## config.mk

```make
export PLATFORM = sky130hd
export DESIGN_NAME = spi_slave_responder_flat
export DESIGN_NICKNAME = d
export VERILOG_FILES = /design/src/rtl/spi_slave_responder_if.sv /design/src/rtl/spi_slave_responder.sv /design/src/flat_wrapper.sv
export SDC_FILE = /design/constraint.sdc
export NUM_CORES = 1
export LEC_CHECK = 0
export CAP_MARGIN = 20
export CORE_ASPECT_RATIO = 0.9
export CORE_MARGIN = 2
export CORE_UTILIZATION = 49
export CTS_CLUSTER_DIAMETER = 30
export DETAILED_ROUTE_END_ITERATION = 8
export HOLD_SLACK_MARGIN = 0.06
export PLACE_DENSITY = 0.87
export SYNTH_ARGS = -nofsm -noshare
export SYNTH_HDL_FRONTEND = slang
export SYNTH_SLANG_ARGS = --single-unit
```

## constraint.sdc

```tcl
create_clock -name clk -period 2.31 [get_ports clk]
set_clock_uncertainty 0.15 [all_clocks]
set_input_delay 0.462 -clock clk [delete_from_list [all_inputs] [get_ports clk]]
set_output_delay 0.462 -clock clk [all_outputs]
set_load 0.02 [all_outputs]
```

## src/rtl/spi_slave_responder_if.sv

```systemverilog
// SPI pin bundle between a mode-0 master and the responder.
// The master drives SCK/SS/MOSI. The slave answers on MISO.
interface spi_slave_responder_if;
    logic SCK;
    logic SS;
    logic MOSI;
    logic MISO;

    modport master (output SCK, output SS, output MOSI, input MISO);
    modport slave  (input SCK, input SS, input MOSI, output MISO);
endinterface

```

## src/rtl/spi_slave_responder.sv

```systemverilog
// SPI mode-0 slave: oversamples SCK/SS/MOSI in clk, answers from a 4-word bank, captures 4 rx slots.
// Latency: 4 clk from a raw pin edge to MISO/rx_valid/frame_done. Optional SPI_SLAVE_LOOPBACK_EN echoes rx words.
// Backpressure: none; the master's SCK phases of at least 6 clk pace the block.
module spi_slave_responder #(
    parameter int DATA_BITS = 8
) (
    input  logic                 clk,
    input  logic                 reset,
    spi_slave_responder_if.slave spi,
    input  logic [DATA_BITS-1:0] resp_word0,
    input  logic [DATA_BITS-1:0] resp_word1,
    input  logic [DATA_BITS-1:0] resp_word2,
    input  logic [DATA_BITS-1:0] resp_word3,
    output logic [DATA_BITS-1:0] rx_word0,
    output logic [DATA_BITS-1:0] rx_word1,
    output logic [DATA_BITS-1:0] rx_word2,
    output logic [DATA_BITS-1:0] rx_word3,
    output logic                 rx_valid,
    output logic [1:0]           rx_index,
    output logic                 frame_done
);
    localparam int CW = $clog2(DATA_BITS);

    typedef enum logic {IDLE, SHIFT} state_t;

    logic sck_s1, sck_s2, sck_h;
    logic ss_s1, ss_s2, ss_h;
    logic mosi_s1, mosi_s2, mosi_h;
    logic sck_rise_q, sck_fall_q, ss_fall_q, ss_rise_q;

    state_t               state;
    logic [CW-1:0]        bit_cnt;
    logic [1:0]           ptr;
    logic                 done_flag;
    logic [DATA_BITS-2:0] tx_sr;
    logic [DATA_BITS-2:0] rx_sr;
    logic                 miso_q;
    logic [DATA_BITS-1:0] rx_mem [4];
    logic [DATA_BITS-1:0] resp_sel;
    logic [DATA_BITS-1:0] next_tx;
    logic [DATA_BITS-1:0] rx_full;

    // Sync chains clear to 0 so an SS held low through reset never looks like a fall.
    always_ff @(posedge clk) begin
        if (reset) begin
            sck_s1     <= 1'b0;
            sck_s2     <= 1'b0;
            sck_h      <= 1'b0;
            ss_s1      <= 1'b0;
            ss_s2      <= 1'b0;
            ss_h       <= 1'b0;
            mosi_s1    <= 1'b0;
            mosi_s2    <= 1'b0;
            mosi_h     <= 1'b0;
            sck_rise_q <= 1'b0;
            sck_fall_q <= 1'b0;
            ss_fall_q  <= 1'b0;
            ss_rise_q  <= 1'b0;
        end else begin
            sck_s1     <= spi.SCK;
            sck_s2     <= sck_s1;
            sck_h      <= sck_s2;
            ss_s1      <= spi.SS;
            ss_s2      <= ss_s1;
            ss_h       <= ss_s2;
            mosi_s1    <= spi.MOSI;
            mosi_s2    <= mosi_s1;
            mosi_h     <= mosi_s2;
            sck_rise_q <= sck_s2 & ~sck_h;
            sck_fall_q <= ~sck_s2 & sck_h;
            ss_fall_q  <= ~ss_s2 & ss_h;
            ss_rise_q  <= ss_s2 & ~ss_h;
        end
    end

    always_comb begin
        resp_sel = resp_word0;
        case (ptr)
            2'd0: resp_sel = resp_word0;
            2'd1: resp_sel = resp_word1;
            2'd2: resp_sel = resp_word2;
            2'd3: resp_sel = resp_word3;
            default: resp_sel = resp_word0;
        endcase
    end

`ifdef SPI_SLAVE_LOOPBACK_EN
    // Word boundaries always follow a capture, so ptr-1 is the slot just written.
    assign next_tx = rx_mem[ptr - 2'd1];
`else
    assign next_tx = resp_sel;
`endif

    // mosi_h lines up with the same sync stage that produced sck_rise_q.
    assign rx_full = {rx_sr, mosi_h};

    always_ff @(posedge clk) begin
        if (reset) begin
            state      <= IDLE;
            bit_cnt    <= '0;
            ptr        <= 2'd0;
            done_flag  <= 1'b0;
            tx_sr      <= '0;
            rx_sr      <= '0;
            miso_q     <= 1'b0;
            rx_valid   <= 1'b0;
            rx_index   <= 2'd0;
            frame_done <= 1'b0;
            for (int i = 0; i < 4; i++) rx_mem[i] <= '0;
        end else begin
            rx_valid   <= 1'b0;
            frame_done <= 1'b0;
            case (state)
                IDLE: begin
                    if (ss_fall_q) begin
                        tx_sr     <= resp_word0[DATA_BITS-2:0];
                        miso_q    <= resp_word0[DATA_BITS-1];
                        ptr       <= 2'd0;
                        bit_cnt   <= '0;
                        rx_sr     <= '0;
                        done_flag <= 1'b0;
                        state     <= SHIFT;
                    end
                end
                SHIFT: begin
                    if (ss_rise_q) begin
                        frame_done <= done_flag;
                        miso_q     <= 1'b0;
                        bit_cnt    <= '0;
                        state      <= IDLE;
                    end else if (sck_rise_q) begin
                        rx_sr <= rx_full[DATA_BITS-2:0];
                        if (bit_cnt == CW'(DATA_BITS - 1)) begin
                            rx_mem[ptr] <= rx_full;
                            rx_valid    <= 1'b1;
                            rx_index    <= ptr;
                            done_flag   <= 1'b1;
                            bit_cnt     <= '0;
                            ptr         <= ptr + 2'd1;
                        end else begin
                            bit_cnt <= bit_cnt + 1'b1;
                        end
                    end else if (sck_fall_q) begin
                        if (bit_cnt != '0) begin
                            miso_q <= tx_sr[DATA_BITS-2];
                            tx_sr  <= tx_sr << 1;
                        end else begin
                            miso_q <= next_tx[DATA_BITS-1];
                            tx_sr  <= next_tx[DATA_BITS-2:0];
                        end
                    end
                end
                default: state <= IDLE;
            endcase
        end
    end

    assign spi.MISO = miso_q;
    assign rx_word0 = rx_mem[0];
    assign rx_word1 = rx_mem[1];
    assign rx_word2 = rx_mem[2];
    assign rx_word3 = rx_mem[3];

endmodule

```

## src/flat_wrapper.sv

```systemverilog
// flat-port wrapper written by rule: the top's interface ports become plain ports
module spi_slave_responder_flat 
#(
    parameter int DATA_BITS = 8
)
  (clk, reset, resp_word0, resp_word1, resp_word2, resp_word3, rx_word0, rx_word1, rx_word2, rx_word3, rx_valid, rx_index, frame_done, spi_SCK, spi_SS, spi_MOSI, spi_MISO);
  spi_slave_responder_if spi_i ();
  input  logic clk;
  input  logic reset;
  input  logic [DATA_BITS-1:0] resp_word0;
  input  logic [DATA_BITS-1:0] resp_word1;
  input  logic [DATA_BITS-1:0] resp_word2;
  input  logic [DATA_BITS-1:0] resp_word3;
  output logic [DATA_BITS-1:0] rx_word0;
  output logic [DATA_BITS-1:0] rx_word1;
  output logic [DATA_BITS-1:0] rx_word2;
  output logic [DATA_BITS-1:0] rx_word3;
  output logic rx_valid;
  output logic [1:0] rx_index;
  output logic frame_done;
  input wire logic [$bits(spi_i.SCK)-1:0] spi_SCK;
  input wire logic [$bits(spi_i.SS)-1:0] spi_SS;
  input wire logic [$bits(spi_i.MOSI)-1:0] spi_MOSI;
  output wire logic [$bits(spi_i.MISO)-1:0] spi_MISO;
  assign spi_i.SCK = spi_SCK;
  assign spi_i.SS = spi_SS;
  assign spi_i.MOSI = spi_MOSI;
  assign spi_MISO = spi_i.MISO;
  spi_slave_responder #(.DATA_BITS(DATA_BITS)) u_core (.clk(clk), .reset(reset), .spi(spi_i), .resp_word0(resp_word0), .resp_word1(resp_word1), .resp_word2(resp_word2), .resp_word3(resp_word3), .rx_word0(rx_word0), .rx_word1(rx_word1), .rx_word2(rx_word2), .rx_word3(rx_word3), .rx_valid(rx_valid), .rx_index(rx_index), .frame_done(frame_done));
endmodule
```

# Yosys cells after proc, flatten, opt, wreduce, memory -nomap -nowiden
# Memory sizes are Yosys's and may differ from the RTL's.
# Index checks and enable logic that the tools add are counted.
dict set report word_totals {
  ff_bits 39
  latchBits 0
  ramBits 32
  mem_bits_ro 0
  input_bits 37
  word_cells 105
  memories 1
}
dict set report op_classes {
  addsub 2
  mul 0
  div_mod_pow 0
  n_lt_le_gt_ge 0
  eq_ne 13
  n_shift 0
  mux 46
  bitwise 10
  n_reduce_logical 10
}
# memory depth word_bits read_ports rd_clocked_by_memory_dff write_ports line_no
set mem_list {}
lappend mem_list {u_core.rx_mem 4 8 4 0 4 spi_slave_responder.sv:38} ;# logic [DATA_BITS-1:0] rx_mem [4];
# op n
set ops {}
lappend ops {{$mux 7} 8}
lappend ops {{$pmux 8 s4} 1}
lappend ops {{$pmux 7 s2} 2}
lappend ops {{$mux 1} 20}
lappend ops {{$mux 3} 4}
lappend ops {{$reduce_and 4->1} 3}
lappend ops {{$mux 2} 5}
lappend ops {{$mux 8} 1}
lappend ops {{$reduce_or 8->1} 1}
lappend ops {{$ne 2x1->1 const B} 3}
lappend ops {{$ne 2x2->1 const B} 3}
lappend ops {{$ne 3x1->1 const B} 2}
lappend ops {{$not 1->1} 6}
lappend ops {{$pmux 1 s2} 3}
lappend ops {{$pmux 3 s2} 1}
lappend ops {{$reduce_and 3->1} 2}
lappend ops {{$and 1x1->1} 4}
lappend ops {{$eq 2x2->1 const B} 2}
lappend ops {{$pmux 2 s2} 1}
lappend ops {{$add 3x1->3 const B} 1}
lappend ops {{$eq 3x3->1 const B} 1}
lappend ops {{$ne 3x3->1 const B} 1}
lappend ops {{$reduce_bool 3->1} 1}
lappend ops {{$reduce_or 3->1} 1}
lappend ops {{4 further kinds} 4}

# Logic depth before layout (Yosys ltp)
dict set report logic_depth {
  depth_word 9
  depth_mapped 7
  ltp_nobuf 6
}

# Worst setup path after synthesis
# Ideal clock, no wire load.
dict set report synth_path {
  kind {input -> register}
  start {input port reset}
  end {memory u_core.rx_mem[3][0] (enable)}
  t_arrival_ns 1.472
  path_slack_ns 0.313
  cell_stages 4
  path_buffers 3
  cell_sequence {buf_2 clkbuf_1 buf_2 o21bai_1}
}
# item line_no
set synth_lines {}
lappend synth_lines {{start, declared} flat_wrapper.sv:9} ;# input logic reset;
lappend synth_lines {{end, declared} spi_slave_responder.sv:38}

==> flow_summary.rst <==
.. list-table::
   :header-rows: 1

   * - Metric
     - Value
   * - Via-to-Cell Ratio
     - 5.348
   * - Area taken by flip-flops and latches
     - 1742 µm²
   * - Post-route cell area
     - 4023 µm²
   * - Std cell rows
     - 27
   * - Vias in the first global route
     - about 2300
   * - Bufs on Longest Clock Path
     - 2
   * - Post-DP HPWL
     - 4.514 mm
   * - Cell repeated most along the worst path
     - ha_1
   * - Flop and latch count out of synthesis
     - 71
   * - Number of DRC markers after the initial detailed-route iteration
     - 216
   * - Critical register-to-register path startpoint
     - u_core.bit_cnt[0]$_SDFFE_PP0P_
   * - Number of synthesized flops with an enable pin
     - 32
   * - Type of element launching the critical path
     - register
   * - VDD IR-drop max
     - 522.3 µV
   * - Hold path startpoint
     - u_core.sck_s2$_SDFF_PP0_
   * - Tightest Hold Check Type
     - register to register
   * - Cell types occupying the most area after synthesis
     - edfxtp_1, dfxtp_1, and2_1, a21oi_1, ha_1
   * - Area share of the leading cell type in the synthesized netlist
     - 0.3181
   * - Pin count of the biggest net entering global routing
     - 25
   * - Synthesized netlist net count
     - approximately 320
   * - Depth of the worst hold-timing path
     - 1
   * - Setup WS post-layout
     - around 0.24 ns
   * - Number of clock sinks
     - 71
   * - Transition at the pin with the smallest max-transition slack
     - 0.5255 ns
   * - Relative slew slack
     - 0.6496
   * - Overall Power
     - 0.002634 W
   * - Summed negative setup slack over all endpoints
     - 0 ns
   * - Number of failing setup endpoints in the final timing report
     - 0
   * - Synthesized instance count
     - ~270
   * - Final weighted congestion in routability-driven placement
     - about 0.86
   * - R2R depth
     - 5
   * - Detailed Routing Iterations Pass 1
     - 7
   * - Number of ports placed on the die boundary
     - 74
   * - Part of the cycle the worst path needs
     - 0.8970
   * - Number of remaining DRC errors
     - 0
   * - Run status
     - complete, no violations
   * - Power Dens Cells
     - approximately 650 nW/µm²
   * - Cell chosen for the clock root
     - clkbuf_8
   * - Adder-cell area share of the yosys netlist
     - 0.02900
   * - Clk slew on worst S/H paths
     - ~0.080 ns
   * - FMAX
     - 482.6 MHz
   * - Count of buffers from port buffering
     - 73
   * - Data arrival, critical path
     - 1.97 ns
   * - Most frequently used cell type in the post-synthesis netlist
     - dfxtp_1
   * - Register-to-Register Setup Slack
     - roughly 0.24 ns
   * - Clock buffer count from CTS
     - 9
   * - Vertical die dimension
     - 78.48 µm
   * - Cells along the critical path
     - ha_1 -> ha_1 -> nand2_4 -> nor4_4 -> or2_2
   * - Placement-stage worst setup slack
     - 0.2478 ns
   * - Cell Area, Synth
     - 3020 µm²
   * - Critical Path Fanout Max
     - 9
   * - Post-synthesis xor/xnor area fraction
     - 0
   * - Area taken by multi-input logic gates
     - 1161 µm²
   * - Multiplexer share of the synthesized area
     - 0.01988
   * - Cell variety after synth
     - 38
   * - Worst hold endpoint
     - u_core.sck_fall_q$_SDFF_PP0_
   * - Cell type with the largest total area after synthesis
     - edfxtp_1
   * - Final critical-path required period
     - 2.072 ns
   * - Number of post-CTS setup repair buffers
     - 0
   * - RR Endpoint
     - u_core.rx_mem[1][4]$_SDFFCE_PN0P_
   * - Antenna-violating nets left
     - 0
   * - DRT Wirelength
     - 6.399 mm
   * - Area growth from synthesis to layout
     - 33.18%
   * - Number of placed cells counting well taps
     - about 410
   * - Max-slew violation total from the final report
     - 0
   * - Total Die Area
     - a little under 7000 µm²
   * - Diodes inserted
     - 0
   * - Clock latency at the later pin of the worst-skew pair
     - between 0.3 and 0.4 ns
   * - Post-layout nets
     - roughly 400
   * - Largest family of logic cells by synthesized area
     - simple AND/OR/NAND/NOR gates
   * - H-tree depth reported by CTS
     - 3
   * - Starting utilization of the core area
     - 0.4995
   * - Wire per inst
     - about 15 µm
   * - Leakage Power
     - approximately 1.5 nW
   * - Startpoint-to-endpoint class of the critical path
     - register to register
   * - Mean instance size in the synthesized netlist
     - around 11 µm²
   * - Critical Path Sink Type
     - register
   * - RSZ-0062 raised after global routing
     - no
   * - Async set-or-reset flop fraction in the synthesized netlist
     - 0
   * - Yosys warns
     - 0
   * - Clock tree from TritonCTS
     - built
   * - Final Instance Count excl. Fillers
     - 425
   * - Wire length of the first global-routing pass
     - 10.73 mm
   * - PostCTS Resize Cnt
     - 0
   * - Simple-Gate Fraction of Synth Area
     - 0.2262
   * - Number of antenna violations at the first check in global routing
     - 0
   * - Sequential-to-total area share from yosys stat
     - 0.5766
   * - Number of maximum-capacitance violations
     - 0
   * - Die width
     - 86.76 µm
   * - # hold bufs at CTS
     - 0
   * - Required @ worst endpoint
     - 2.21 ns
   * - Critical Path Slowest Stage Cell
     - dfxtp_1
   * - Delay contributed by the slowest stage of the critical path
     - 0.38 ns
   * - Final global-route overflow total
     - 0
   * - Final hold viol count
     - 0
   * - Filler instances
     - 462
   * - Area of placed instances
     - 3801 µm²
   * - Number of vias in the routed layout
     - about 2300
   * - Compound-gate portion of the synthesized area
     - 0.1094
   * - Post-synth top flop
     - dfxtp_1
   * - Fraction of layout instances using a drive strength above 1
     - 0.08782
   * - Synth top cells by count
     - dfxtp_1, and2_1, edfxtp_1, a21oi_1, nand2_1
   * - Total Routing Usage GR
     - 0.2025
   * - Core Box Area
     - 6047 µm²
cells in the final DEF, fill, tap and decap left out, types with 2 or more instances in the layout:
cell              n
nand3_1          14
clkbuf_8          9
a311oi_1          6
a222oi_1          6
inv_1            12
buf_4             5
nand2_1          20
nor2_1           11
and3_1            6
clkinv_4          2
a21oi_1          24
nor3b_1           2
mux2i_1           6
a211oi_1          2
nor2b_1          13
ha_1              7
a22oi_1           4
edfxtp_1         32
and2_1           32
nand2b_1          5
nor4_4            2
bufinv_16         2
dfxtp_1          39
or2_2             3
clkdlybuf4s50_1  72
state kept, by name (all words and copies together), names as in the netlist, 2 cells and up:
signal           count
u_core.ptr           2
u_core.rx_sr         7
u_core.bit_cnt       3
u_core.rx_index      2
u_core.tx_sr         7
u_core.rx_mem       32
power breakdown:
group,internal (W),switching [W],leakage (nW)
clock,0.000616,0.000482,0.107
sequential,0.00134,0.0000103,0.646
combinational,0.000105,0.0000829,0.760
total,0.00206,0.000575,1.51
cell type report:
cell class | count | share of cell area
clock buffer | 10 | 0.03173
clock inverter | 6 | 0.02333
inverter | 12 | 0.01120
multi-input combinational | 176 | 0.2886
sequential | 71 | 0.4330
tap | 72 | 0.02240
timing repair buffer | 78 | 0.1897
critical path, delay by kind of cell, from the launching register on:
kind | cells | cell delay, ns
adder cells (fa/ha/maj) | 2 | 0.49
flip-flops | 1 | 0.38
AND/OR/NAND/NOR | 3 | 0.75
routing by layer:
| layer | up-vias | share of wire | global-route usage |
|---|---|---|---|
| met5 | - | 0 | 0 |
| met4 | 0 | 0.0019 | 0.06250 |
| met3 | 2 | 0.072 | 0.07045 |
| met2 | 89 | 0.52 | 0.3485 |
| met1 | 1061 | 0.41 | 0.2366 |
| li1 | 1121 | - | - |
worst max-delay path by stage:
stage                                         startpoint  cells after the start  slack, ns                                 to
after global placement    u_core.bit_cnt[0]$_SDFFE_PP0P_                      5       0.38  u_core.rx_mem[1][6]$_SDFFCE_PN0P_
after global routing      u_core.bit_cnt[0]$_SDFFE_PP0P_                      5       0.05  u_core.rx_mem[1][2]$_SDFFCE_PN0P_
final                     u_core.bit_cnt[0]$_SDFFE_PP0P_                      5       0.24  u_core.rx_mem[1][4]$_SDFFCE_PN0P_
after detailed placement  u_core.bit_cnt[0]$_SDFFE_PP0P_                      5       0.25  u_core.rx_mem[0][5]$_SDFFCE_PN0P_
after floorplan                                    reset                      4       0.31      u_core.rx_mem[3][0]$_DFFE_PP_
after CTS                 u_core.bit_cnt[0]$_SDFFE_PP0P_                      5       0.24  u_core.rx_mem[0][6]$_SDFFCE_PN0P_
metrics by stage:
stage / hold slack, ns / util
floorplan: 0.2335 / -
global placement: 0.2402 / 0.6286
detailed placement: 0.2456 / 0.6286
CTS: 0.2561 / 0.6652
global route: 0.2804 / 0.6652
finish: 0.2543 / 0.6652
cell families (layout without fill, tap and decap cells):
kind of cell,count (synthesis),count (layout)
multiplexers,6,6
AND/OR/NAND/NOR,115,115
adder cells (fa/ha/maj),7,7
AO/OA/AOI/OAI,48,48
buffers and inverters,27,106
flip-flops,71,71
Power figures use the tool's default switching activity.
